<file path="config.mk">
export PLATFORM = sky130hd
export DESIGN_NAME = univ_shift_reg
export DESIGN_NICKNAME = d
export VERILOG_FILES = /design/src/rtl/univ_shift_reg.sv
export SDC_FILE = /design/constraint.sdc
export NUM_CORES = 1
export LEC_CHECK = 0
export BUFFER_PORTS_ARGS = -buffer_cell sky130_fd_sc_hd__buf_2
export CAP_MARGIN = 5
export CELL_PAD_IN_SITES_DETAIL_PLACEMENT = 0
export CELL_PAD_IN_SITES_GLOBAL_PLACEMENT = 1
export CORE_ASPECT_RATIO = 2
export CORE_MARGIN = 2
export CORE_UTILIZATION = 34
export CTS_CLUSTER_DIAMETER = 40
export CTS_CLUSTER_SIZE = 30
export DETAILED_ROUTE_END_ITERATION = 8
export PLACE_DENSITY = 0.81
export SETUP_SLACK_MARGIN = 0.5
export SYNTH_ARGS = -nofsm -noshare
export SYNTH_HDL_FRONTEND = slang
export SYNTH_SLANG_ARGS = --single-unit
export TNS_END_PERCENT = 20
</file>
<file path="constraint.sdc">
create_clock -name i_clk -period 1.6 [get_ports i_clk]
set_input_delay 0.16 -clock i_clk [delete_from_list [all_inputs] [get_ports i_clk]]
set_output_delay 0.16 -clock i_clk [all_outputs]
set_load 0.01 [all_outputs]
</file>
<file path="src/rtl/univ_shift_reg.sv">
// Universal shift register: hold/shift/rotate/ASR/load/clear, single step or N-step burst.
// Latency: one op per clock; bursts take N clocks with busy/done; no backpressure, RUN ignores inputs.
module univ_shift_reg #(
    parameter int                 WIDTH     = 8,
    parameter logic [WIDTH-1:0]   RESET_VAL = '0,
    localparam int                CNT_W     = $clog2(WIDTH + 1)
) (
    input  logic             i_clk,
    input  logic             i_rst_n,
    input  logic             i_en,
    input  logic [2:0]       i_mode,
    input  logic             i_sd_lsb,
    input  logic             i_sd_msb,
    input  logic [WIDTH-1:0] i_pd,
    input  logic             i_start,
    input  logic [CNT_W-1:0] i_amt,
    output logic [WIDTH-1:0] o_q,
    output logic             o_sout,
    output logic             o_busy,
    output logic             o_done
);

    localparam logic [2:0] MODE_SHL  = 3'b001;
    localparam logic [2:0] MODE_SHR  = 3'b010;
    localparam logic [2:0] MODE_ROL  = 3'b011;
    localparam logic [2:0] MODE_ROR  = 3'b100;
    localparam logic [2:0] MODE_ASR  = 3'b101;
    localparam logic [2:0] MODE_LOAD = 3'b110;
    localparam logic [2:0] MODE_CLR  = 3'b111;

    localparam logic [CNT_W-1:0] MAX_AMT = CNT_W'(WIDTH);
    localparam logic [CNT_W-1:0] ONE     = CNT_W'(1);

    typedef enum logic {
        IDLE = 1'b0,
        RUN  = 1'b1
    } state_t;

    state_t           state_q, state_d;
    logic [WIDTH-1:0] q_q, q_d;
    logic             sout_q, sout_d;
    logic             done_q, done_d;
    logic [2:0]       mode_q, mode_d;
    logic [CNT_W-1:0] cnt_q, cnt_d;

    logic [2:0]       step_mode;
    logic [WIDTH-1:0] step_q;
    logic             step_sout;
    logic [CNT_W-1:0] amt_sat;

    assign amt_sat = (i_amt > MAX_AMT) ? MAX_AMT : i_amt;

    // A burst replays the latched op; a single step uses the live mode.
    assign step_mode = (state_q == RUN) ? mode_q : i_mode;

    always_comb begin
        step_q    = q_q;
        step_sout = sout_q;
        case (step_mode)
            MODE_SHL: begin
                step_q    = {q_q[WIDTH-2:0], i_sd_lsb};
                step_sout = q_q[WIDTH-1];
            end
            MODE_SHR: begin
                step_q    = {i_sd_msb, q_q[WIDTH-1:1]};
                step_sout = q_q[0];
            end
            MODE_ROL: begin
                step_q    = {q_q[WIDTH-2:0], q_q[WIDTH-1]};
                step_sout = q_q[WIDTH-1];
            end
            MODE_ROR: begin
                step_q    = {q_q[0], q_q[WIDTH-1:1]};
                step_sout = q_q[0];
            end
            MODE_ASR: begin
                step_q    = {q_q[WIDTH-1], q_q[WIDTH-1:1]};
                step_sout = q_q[0];
            end
            MODE_LOAD: step_q = i_pd;
            MODE_CLR:  step_q = '0;
            default:   step_q = q_q;
        endcase
    end

    always_comb begin
        state_d = state_q;
        q_d     = q_q;
        sout_d  = sout_q;
        done_d  = 1'b0;
        mode_d  = mode_q;
        cnt_d   = cnt_q;
        case (state_q)
            IDLE: begin
                if (i_start) begin
                    if (amt_sat == '0) begin
                        done_d = 1'b1;
                    end else begin
                        state_d = RUN;
                        mode_d  = i_mode;
                        cnt_d   = amt_sat;
                    end
                end else if (i_en) begin
                    q_d    = step_q;
                    sout_d = step_sout;
                end
            end
            RUN: begin
                q_d    = step_q;
                sout_d = step_sout;
                cnt_d  = cnt_q - ONE;
                if (cnt_q == ONE) begin
                    state_d = IDLE;
                    done_d  = 1'b1;
                end
            end
            default: state_d = IDLE;
        endcase
    end

    always_ff @(posedge i_clk or negedge i_rst_n) begin
        if (!i_rst_n) begin
            state_q <= IDLE;
            q_q     <= RESET_VAL;
            sout_q  <= 1'b0;
            done_q  <= 1'b0;
            mode_q  <= 3'b000;
            cnt_q   <= '0;
        end else begin
            state_q <= state_d;
            q_q     <= q_d;
            sout_q  <= sout_d;
            done_q  <= done_d;
            mode_q  <= mode_d;
            cnt_q   <= cnt_d;
        end
    end

    assign o_q    = q_q;
    assign o_sout = sout_q;
    assign o_busy = (state_q == RUN);
    assign o_done = done_q;

endmodule

</file>
* After elaboration in Yosys (flattened, before gate mapping) *
Index checks and enable logic that the tools add are counted.

storage, ports and cells
  logic and storage cells = 49
  register bits after elaboration = 18

operators by class
  muxes and demuxes = 21
  add/sub/neg operators = 1
  reduce and logical (&&, ||, !) cells = 6
  equal/unequal tests = 12
  magnitude comparators = 1
  bitwise operators = 2

operator list
  cell                                                                 number
  8-bit one-hot mux with 7 select lines                                1
  8-bit two-way mux                                                    2
  8-bit one-hot mux with 2 select lines                                1
  3-bit == test (second input constant)                                4
  4-bit two-way mux                                                    3
  1-bit two-way mux                                                    8
  2-bit inequality test (second input constant)                        4
  1-bit one-hot mux with 2 select lines                                4
  4-bit one-hot mux with 2 select lines                                1
  3-bit by 2-bit == test with 1-bit output (second input constant)     2
  4-bit by 1-bit == test with 1-bit output (second input constant)     1
  4-bit > comparator (second input constant)                           1
  4-bit logical NOT                                                    1
  2-bit AND reduction                                                  2
  4-bit by 1-bit subtractor with 4-bit output (second input constant)  1
  3-bit by 1-bit == test with 1-bit output (second input constant)     1
  3-bit two-way mux                                                    1
  3-bit AND reduction                                                  1
  3-bit OR reduction                                                   1
  1-bit inverter                                                       2
  2-bit OR reduction                                                   1

* Logic depth before layout (Yosys ltp) *
Gate-level depths: netlist of run 1.

  depth after elaboration = 7
  depth in mapped cells = 6

* Worst setup path after synthesis of run 1 *
OpenSTA, ideal clock, no wires.

  kind = flip-flop to flip-flop
  start = reg state_q (netlist: o_busy)
  end = reg sout_q (netlist: o_sout)
  clock period less this slack = 1.678 ns
  arrival time = 1.549 ns
  path buffers = 2
  cell stages (with the launch flop) = 7
  setup slack = -0.078 ns
  library setup time = 0.129 ns
  data required time = 1.471 ns
  cells stage by stage = dfrtp_1 > buf_6 > mux2_4 > o32a_1 > buf_6 > a21oi_2 > a31oi_2

between the ends
  longest elaborated chain between the ends = 7
  elaborated cells between the ends (all ways) = 16
  classes of those cells = eq/ne: 7; mux: 5; bitwise: 1; reduce/logical: 3

RTL lines
  item                                                                              line  source
  start: declaration                                                                39    state_t state_q, state_d;
  start signal: assignment                                                          130   state_q <= state_d;
  3-bit two-way mux                                                                 54    assign step_mode = (state_q == RUN) ? mode_q : i_mode;
  3-bit == test, or another cell as far along                                       59    case (step_mode)
  3-bit OR reduction (no source line) / 2-bit OR reduction (equally long branches)  -
  1-bit one-hot mux with 2 select lines                                             59
  1-bit two-way mux                                                                 103   end else if (i_en) begin
  1-bit two-way mux                                                                 95    if (i_start) begin
  1-bit one-hot mux with 2 select lines                                             93    case (state_q)
  end signal: assignment                                                            132   sout_q <= sout_d;
  end: declaration                                                                  41    logic sout_q, sout_d;

Several ways; a longest one is shown, not always the timed one. The select of a mux whose other input is x is not followed.
A chain may end at the register's enable or synchronous reset.

* Worst setup path after layout of run 1 *
  start = reg state_q (netlist: o_busy)
  end = reg q_q[7] (netlist: o_q[7])

between the ends
  longest elaborated chain between the ends = 6
  elaborated cells between the ends (all ways) = 16
  classes of those cells = eq/ne: 9; mux: 5; bitwise: 1; reduce/logical: 1

RTL lines
  item                                         line  source
  3-bit two-way mux                            54
  3-bit == test, or another cell as far along  59
  8-bit one-hot mux with 7 select lines        59
  8-bit two-way mux                            103
  8-bit two-way mux                            95
  8-bit one-hot mux with 2 select lines        93
  end signal: assignment                       131   q_q <= q_d;
  end: declaration                             40    logic [WIDTH-1:0] q_q, q_d;

Several ways; a longest one is shown, not always the timed one. The select of a mux whose other input is x is not followed.

==> metrics.txt, run 1 <==
# TYPE chip_impl_metric gauge
chip_impl_metric{name="ys_ff_latch",unit=""} 18
chip_impl_metric{name="finalWorstPathRequiredPeriod",unit="ps"} 1670
chip_impl_metric{name="grt_use_total",unit=""} 0.170
chip_impl_metric{name="placed_area",unit="µm²"} 1470
chip_impl_metric{name="drt_iter0_drc",unit=""} 22
chip_impl_metric{name="cts_buffer_depth",unit=""} 2
chip_impl_metric{name="timing.final.ws_setup",unit="ps"} -74.9
chip_impl_metric{name="signal_arrival_time_at_the_worst_endpoint",unit="ps"} 1820
chip_impl_metric{name="dp_worst_setup_slack",unit="ps"} -124
chip_impl_metric{name="highest_clock_rate",unit="GHz"} 0.597
chip_impl_metric{name="cts.sink_count",unit=""} 18
chip_impl_metric{name="design.core.area",unit="µm²"} 3300
chip_impl_metric{name="irDropWorstVdd",unit="µV"} 1230
chip_impl_metric{name="die_w",unit="µm"} 45.2
chip_impl_info{name="rsz0062_at_grt",value="yes"} 1
chip_impl_metric{name="floorplan.die_area",unit="µm²"} 3900
chip_impl_metric{name="setup_total_negative_slack",unit="ps"} -314
chip_impl_metric{name="port-buffer-count",unit=""} 31
chip_impl_metric{name="area_delta_synth_final",unit="%"} 39.9
chip_impl_metric{name="leakagePower",unit="nW"} 0.765
chip_impl_metric{name="drc",unit=""} 0
chip_impl_metric{name="grt_pass1_vias",unit=""} 1104
chip_impl_metric{name="ff2ff_path_depth",unit=""} 6
chip_impl_metric{name="placedCellCount",unit=""} 203
chip_impl_metric{name="initial_standard_cell_utilization_of_the_core",unit=""} 0.349
chip_impl_info{name="outcome",value="finished, violations left"} 1
chip_impl_info{name="worst-setup-path-type",value="reg -> reg"} 1
chip_impl_metric{name="synth.yosys.seq_area_share",unit=""} 0.390
chip_impl_metric{name="max_cap_viol_count",unit=""} 0
chip_impl_metric{name="place.gp.congestion",unit=""} 0.869
chip_impl_metric{name="dr_total_vias",unit=""} 1156
chip_impl_metric{name="finalInstanceArea",unit="µm²"} 1610
chip_impl_metric{name="final-setup-viol-count",unit=""} 9
chip_impl_metric{name="grt_first_pass_wirelength",unit="µm"} 4990
chip_impl_metric{name="synthCells",unit=""} 125
chip_impl_metric{name="drt_pre_antenna_iters",unit=""} 4
chip_impl_metric{name="max_slew_margin",unit=""} 0.706
chip_impl_info{name="hold_path_startpoint",value="i_mode[2]"} 1
chip_impl_metric{name="pin_count_of_the_biggest_net_entering_global_routing",unit=""} 19
chip_impl_info{name="failed_checks",value="negative setup slack"} 1
chip_impl_metric{name="tightest_slew",unit="ps"} 429
chip_impl_metric{name="std_cell_rows",unit=""} 30
chip_impl_metric{name="synth.avg_cell_area",unit="µm²"} 9.23
chip_impl_metric{name="r2r_slack",unit="ps"} -70
chip_impl_metric{name="antenna_violating_nets_post_route",unit=""} 0
chip_impl_info{name="reg2reg_to",value="o_q[7]$_DFFE_PN0P_"} 1
chip_impl_metric{name="nets_finish",unit=""} 201
chip_impl_metric{name="clk_latency",unit="ps"} 250
chip_impl_metric{name="diodes",unit=""} 0
chip_impl_info{name="cts_tree",value="done"} 1
chip_impl_metric{name="finalCoreUtilization",unit=""} 0.489
chip_impl_metric{name="cts_inserted_buffers",unit=""} 3
chip_impl_metric{name="floorplan.die.height",unit="µm"} 86.4
chip_impl_metric{name="ys_async_sr_fraction",unit=""} 1.00
chip_impl_info{name="yosys_most_used_dff",value="sky130_fd_sc_hd__dfrtp_1"} 1
chip_impl_info{name="worstHoldEndpoint",value="mode_q[2]$_DFFE_PN0P_"} 1
chip_impl_metric{name="routed_via_density",unit=""} 5.56
chip_impl_info{name="timing.rr.start",value="o_busy$_DFF_PN0_"} 1
chip_impl_metric{name="min_delay_path_depth",unit=""} 2
chip_impl_metric{name="drive_gt1_frac",unit=""} 0.426
chip_impl_info{name="cp-end-kind",value="flip-flop"} 1
chip_impl_metric{name="critical_path_peak_fanout",unit=""} 4
chip_impl_metric{name="grt_antenna_before_repair",unit=""} 0
chip_impl_metric{name="dp_hpwl",unit="µm"} 2260
chip_impl_metric{name="cellPowerDensity",unit="nW/µm²"} 2200
chip_impl_info{name="cts-root-buf",value="sky130_fd_sc_hd__clkbuf_8"} 1
chip_impl_metric{name="synth_edf_count",unit=""} 0
chip_impl_metric{name="timing.final.max_slew_violations",unit=""} 0
chip_impl_metric{name="hold_violations",unit=""} 0
chip_impl_metric{name="level_count_of_the_clock_h_tree",unit=""} 1
chip_impl_metric{name="routed_wirelength",unit="µm"} 3060
chip_impl_metric{name="synth.distinct_cells",unit=""} 34
chip_impl_metric{name="tcrit_tclk_final",unit=""} 1.05
chip_impl_info{name="hold_path_class",value="in -> reg"} 1
chip_impl_metric{name="globalRouteOverflowTotal",unit=""} 0
chip_impl_info{name="worstSetupStartpointType",value="flip-flop"} 1
chip_impl_metric{name="critical_path_required",unit="ps"} 1740
chip_impl_metric{name="yosys_warnings",unit=""} 0
chip_impl_metric{name="cts.clk_slew.worst_paths",unit="ps"} 70
chip_impl_metric{name="synth.net_count",unit=""} 148
chip_impl_metric{name="io-pin-count",unit=""} 32
chip_impl_metric{name="post_synth_design_cell_area",unit="µm²"} 1150
chip_impl_metric{name="final-instance-count-excl-fill",unit=""} 208
chip_impl_metric{name="skew",unit="ps"} 3.98
chip_impl_metric{name="post_drt_wl_per_cell",unit="µm"} 14.7
==> state kept, by name (all words and copies together) (netlist names) <==
| signal | flops |
|---|---|
| o_q | 8 |
| cnt_q | 4 |
| mode_q | 3 |
| o_busy | 1 |
| o_done | 1 |
| o_sout | 1 |
==> Yosys cell counts (all sizes together) (2+ instances only) <==
| master | instances | area [µm²] |
|---|---|---|
| dfrtp | 18 | 450 |
| o21ai | 15 | 75.1 |
| nor2 | 12 | 45.0 |
| a21oi | 11 | 58.8 |
| a31oi | 8 | 56.3 |
| mux2 | 7 | 86.3 |
| and3 | 6 | 37.5 |
| mux2i | 6 | 60.1 |
| nand2 | 6 | 22.5 |
| buf | 5 | 43.8 |
| inv | 4 | 15.0 |
| a211oi | 3 | 22.5 |
| nor3b | 3 | 22.5 |
| a21o | 2 | 15.0 |
| ha | 2 | 25.0 |
| nor3 | 2 | 10.0 |
| o211ai | 2 | 15.0 |
==> power breakdown <==
group	switching (W)	internal (W)	leakage, nW
logic	0.00110	0.00119	0.530
clock network	0.000151	0.000167	0.0216
registers	0.000246	0.000702	0.214
==> per-stage QoR <==
step	hold WS, ps	power (W)
after global routing	187	0.00384
after global placement	115	0.00300
final	178	0.00355
after detailed placement	122	0.00304
after CTS	175	0.00349
after floorplan	-136	0.00223
==> cells by family after synthesis <==
kind of cell,after synthesis,share of synthesized area
compound gates,45,0.239
simple gates,35,0.153
flops,18,0.390
mux,13,0.127
buf+inv,10,0.0542
xor+xnor,2,0.0152
fa+ha+maj,2,0.0217
==> how the worst max path moves through the flow <==
stage | cells past startpoint | from | endpoint | slack, ps
finish | 6 | o_busy$_DFF_PN0_ | o_q[7]$_DFFE_PN0P_ | -70
global route | 6 | o_busy$_DFF_PN0_ | o_q[7]$_DFFE_PN0P_ | -140
CTS | 6 | o_busy$_DFF_PN0_ | o_q[7]$_DFFE_PN0P_ | -70
detailed placement | 5 | o_busy$_DFF_PN0_ | o_sout$_DFFE_PN0P_ | -120
global placement | 5 | o_busy$_DFF_PN0_ | o_sout$_DFFE_PN0P_ | -90
floorplan | 6 | o_busy$_DFF_PN0_ | o_sout$_DFFE_PN0P_ | -50
==> area by class of cell <==
class	count	area (µm²)
multi-input combinational	97	707
inverter	4	15.0
tap	32	40.0
timing repair buffer	54	358
sequential	18	453
clock buffer	3	41.3
fill	327	1690
==> placed cells by master (no fill, tap or decap), drive strengths merged, types with 4 or more instances in the layout <==
master	instances
dfrtp	18
o21ai	15
a21oi	11
and3	6
a31oi	8
buf	53
mux2i	6
nor2	12
nand2	6
inv	4
mux2	7
==> timing repair <==
action	CTS	global route
hold endpoints to repair	18	0
gates resized for setup	8	12
hold buffers	1	0
buffers inserted	1	0
pin swaps	2	3
endpoints found under the setup margin	14	16
==> worst max-delay path, cell delays in order (launching register included) <==
cell and delay, ps:
sky130_fd_sc_hd__dfrtp_2 440, sky130_fd_sc_hd__buf_6 130, sky130_fd_sc_hd__mux2_4 310, sky130_fd_sc_hd__buf_6 130, sky130_fd_sc_hd__o211ai_1 170, sky130_fd_sc_hd__o211ai_1 110
sky130_fd_sc_hd__mux2_4 270
==> per-layer routing <==
layer / share of wire / routed length [µm] / global-route usage
met1: 0.46 / 1400 / 0.237
met2: 0.48 / 1460 / 0.264
met3: 0.046 / 142 / 0.0250
met4: 0.020 / 61 / 0.0561
met5: 0 / 0 / 0
Power figures use the tool's default switching activity.
==> run 2, diff against run 1 <==
--- a/config.mk
+++ b/config.mk
@@ -16,6 +16,7 @@
 export CTS_CLUSTER_SIZE = 30
 export DETAILED_ROUTE_END_ITERATION = 8
 export PLACE_DENSITY = 0.81
+export REMOVE_ABC_BUFFERS = 1
 export SETUP_SLACK_MARGIN = 0.5
 export SYNTH_ARGS = -nofsm -noshare
 export SYNTH_HDL_FRONTEND = slang
==> run 2 against run 1 <==
The run now ends clean. Core utilization rose by 1.2 points. Clock skew fell by 3.2 ps. First-iteration DRC count fell by 50%. Combinational power rose by 3%. Sequential power rose by 3.3%. Routed wire length fell by 7.8%. Worst hold slack improved by 14 ps. Critical path depth rose by 1.
==> metrics.txt, run 2 (synthesized netlist as in run 1, its figures left out) <==
# TYPE chip_impl_metric gauge
chip_impl_metric{name="drive_gt1_frac",unit=""} 0.486
chip_impl_metric{name="level_count_of_the_clock_h_tree",unit=""} 1
chip_impl_info{name="cell_repeated_most_along_the_worst_path",value="sky130_fd_sc_hd__buf_6"} 1
chip_impl_metric{name="cts_buffer_depth",unit=""} 2
chip_impl_info{name="cts-root-buf",value="sky130_fd_sc_hd__clkbuf_8"} 1
chip_impl_info{name="top_layer_used",value="met4"} 1
chip_impl_metric{name="critical_path.n_buffers_inverters",unit=""} 3
chip_impl_metric{name="die_w",unit="µm"} 45.2
chip_impl_metric{name="pin_count_of_the_biggest_net_entering_global_routing",unit=""} 19
chip_impl_metric{name="finalWorstPathRequiredPeriod",unit="ps"} 1600
chip_impl_metric{name="diodes",unit=""} 0
chip_impl_metric{name="critical_path_required",unit="ps"} 1740
chip_impl_metric{name="leakagePower",unit="nW"} 0.757
chip_impl_info{name="worst-setup-path-type",value="reg -> reg"} 1
chip_impl_metric{name="initial_standard_cell_utilization_of_the_core",unit=""} 0.349
chip_impl_metric{name="drt_iter0_drc",unit=""} 11
chip_impl_metric{name="drt_pre_antenna_iters",unit=""} 4
chip_impl_metric{name="largest_register_ff_count",unit=""} 8
chip_impl_metric{name="critical_path_peak_fanout",unit=""} 6
chip_impl_info{name="cpMaxStageDelayCell",value="sky130_fd_sc_hd__dfrtp_2"} 1
chip_impl_metric{name="grt_antenna_before_repair",unit=""} 0
chip_impl_metric{name="irDropWorstVdd",unit="µV"} 885
chip_impl_metric{name="power.net_switching",unit="W"} 0.00155
chip_impl_metric{name="hold_violations",unit=""} 0
chip_impl_metric{name="grt_pass1_vias",unit=""} 1053
chip_impl_metric{name="design.core.area",unit="µm²"} 3300
chip_impl_metric{name="dp_hpwl",unit="µm"} 2040
chip_impl_metric{name="grt_first_pass_wirelength",unit="µm"} 4600
chip_impl_metric{name="power.internal",unit="W"} 0.00215
chip_impl_metric{name="worst_path_max_stage_delay",unit="ps"} 470
chip_impl_info{name="cts_tree",value="done"} 1
chip_impl_metric{name="post_drt_wl_per_cell",unit="µm"} 13.8
chip_impl_metric{name="pwr-share-seq",unit=""} 0.264
chip_impl_metric{name="routed_via_density",unit=""} 5.44
chip_impl_info{name="hold_path_class",value="in -> reg"} 1
chip_impl_metric{name="final-setup-viol-count",unit=""} 0
chip_impl_metric{name="wl_met3",unit="µm"} 107
chip_impl_metric{name="drc",unit=""} 0
chip_impl_info{name="cpLargestDelayFamily",value="flip-flops"} 1
chip_impl_metric{name="globalRouteOverflowTotal",unit=""} 0
chip_impl_metric{name="nets_finish",unit=""} 197
chip_impl_metric{name="floorplan.die_area",unit="µm²"} 3900
chip_impl_metric{name="dr_total_vias",unit=""} 1115
chip_impl_info{name="cp-end-kind",value="flip-flop"} 1
chip_impl_info{name="worstSetupStartpointType",value="flip-flop"} 1
chip_impl_metric{name="share_comb_of_total_power",unit=""} 0.636
chip_impl_metric{name="std_cell_rows",unit=""} 30
chip_impl_info{name="most_common_cell_after_layout_fill_and_taps_aside",value="sky130_fd_sc_hd__buf_2"} 1
chip_impl_metric{name="power_switching_share",unit=""} 0.420
chip_impl_metric{name="route.layer.met1.wl",unit="µm"} 1250
chip_impl_info{name="worstPathCellList",value="buf_6 > mux2i_4 > buf_6 > buf_4 > nand4_1 > o211ai_1 > mux2_4"} 1
chip_impl_metric{name="highest_clock_rate",unit="GHz"} 0.626
chip_impl_metric{name="port-buffer-count",unit=""} 31
chip_impl_metric{name="place.gp.congestion",unit=""} 0.837
chip_impl_metric{name="area_delta_synth_final",unit="%"} 43.3
chip_impl_metric{name="tightest_slew",unit="ps"} 444
chip_impl_info{name="layout_common_cells",value="31 x sky130_fd_sc_hd__buf_2, 15 x sky130_fd_sc_hd__dfrtp_1, 13 x sky130_fd_sc_hd__o21ai_0, 13 x sky130_fd_sc_hd__buf_4, 9 x sky130_fd_sc_hd__a21oi_1"} 1
chip_impl_metric{name="skew",unit="ps"} 0.810
chip_impl_metric{name="timing.final.max_slew_violations",unit=""} 0
chip_impl_metric{name="placed_area",unit="µm²"} 1400
chip_impl_metric{name="cellPowerDensity",unit="nW/µm²"} 2240
chip_impl_metric{name="placedCellCount",unit=""} 195
chip_impl_metric{name="antenna_violating_nets_post_route",unit=""} 0
chip_impl_metric{name="cts.sink_count",unit=""} 18
chip_impl_info{name="outcome",value="completed"} 1
chip_impl_metric{name="cts.clk_slew.worst_paths",unit="ps"} 70
chip_impl_metric{name="final-instance-count-excl-fill",unit=""} 205
chip_impl_metric{name="tcrit_tclk_final",unit=""} 0.998
chip_impl_metric{name="signal_arrival_time_at_the_worst_endpoint",unit="ps"} 1740
chip_impl_metric{name="clk_latency",unit="ps"} 250
chip_impl_metric{name="grt_use_total",unit=""} 0.156
chip_impl_info{name="rsz0062_at_grt",value="yes"} 1
chip_impl_metric{name="max_slew_margin",unit=""} 0.704
chip_impl_metric{name="floorplan.die.height",unit="µm"} 86.4
chip_impl_metric{name="met2_wirelength",unit="µm"} 1410
chip_impl_metric{name="max_cap_viol_count",unit=""} 0
chip_impl_metric{name="worst_hold_slack",unit="ps"} 193
chip_impl_metric{name="finalInstanceArea",unit="µm²"} 1650
chip_impl_metric{name="clockPowerShare",unit=""} 0.100
chip_impl_metric{name="routed_wirelength",unit="µm"} 2820
chip_impl_metric{name="io-pin-count",unit=""} 32
chip_impl_metric{name="cts_inserted_buffers",unit=""} 3
## run 2: per-layer routing
layer / up-vias / track usage
li1: 560 / -
met1: 524 / 0.198
met2: 26 / 0.256
met3: 5 / 0.0188
met4: 0 / 0.0722
met5: - / 0
## run 2: path summary, 6_finish.rpt
check / from / end / slack, ps / depth (start not counted)
worst max-delay path: o_busy$_DFF_PN0_ / o_q[7]$_DFFE_PN0P_ / 4 / 7
worst min-delay path: i_mode[2] / mode_q[2]$_DFFE_PN0P_ / 190 / 2
worst max register to register: o_busy$_DFF_PN0_ / o_q[7]$_DFFE_PN0P_ / 4 / 7
worst min register to register: cnt_q[0]$_DFFE_PN0P_ / cnt_q[0]$_DFFE_PN0P_ / 540 / 1
max in group asynchronous: i_rst_n / o_busy$_DFF_PN0_ / 880 / 2
min in group asynchronous: i_rst_n / cnt_q[1]$_DFFE_PN0P_ / 390 / 2
## run 2: final cells by class
cell class	count	area [µm²]
Clock buffer	4	55.1
Fill cell	337	1650
Inverter	4	15.0
Multi-Input combinational cell	97	766
Sequential cell	18	454
Tap cell	32	40.0
Timing Repair Buffer	50	323
## run 2: power groups by stage
stage	clock [W]	combinational, W	sequential [W]
floorplan	0	0.00112	0.000982
global placement	0	0.00186	0.000930
detailed placement	0	0.00189	0.000935
CTS	0.000390	0.00203	0.000933
global route	0.000400	0.00261	0.00102
finish	0.000370	0.00235	0.000979
## run 2: stage by stage
| stage | util | setup TNS [ps] | total power [W] | worst slack, ps |
|---|---|---|---|---|
| finish | 0.500 | 0 | 0.00370 | 3.56 |
| global route | 0.500 | -321 | 0.00403 | -85.5 |
| CTS | 0.457 | 0 | 0.00335 | 20.5 |
| detailed placement | 0.423 | -1410 | 0.00283 | -211 |
| global placement | 0.423 | -945 | 0.00279 | -134 |
| floorplan | - | -3520 | 0.00211 | -444 |
## run 2: timing repair
action	4_1_cts	5_1_grt
pin swaps	1	9
endpoints found under the hold margin	18	0
setup endpoints to repair	14	17
setup buffers	0	5
gates resized for setup	11	28
hold buffers	1	0
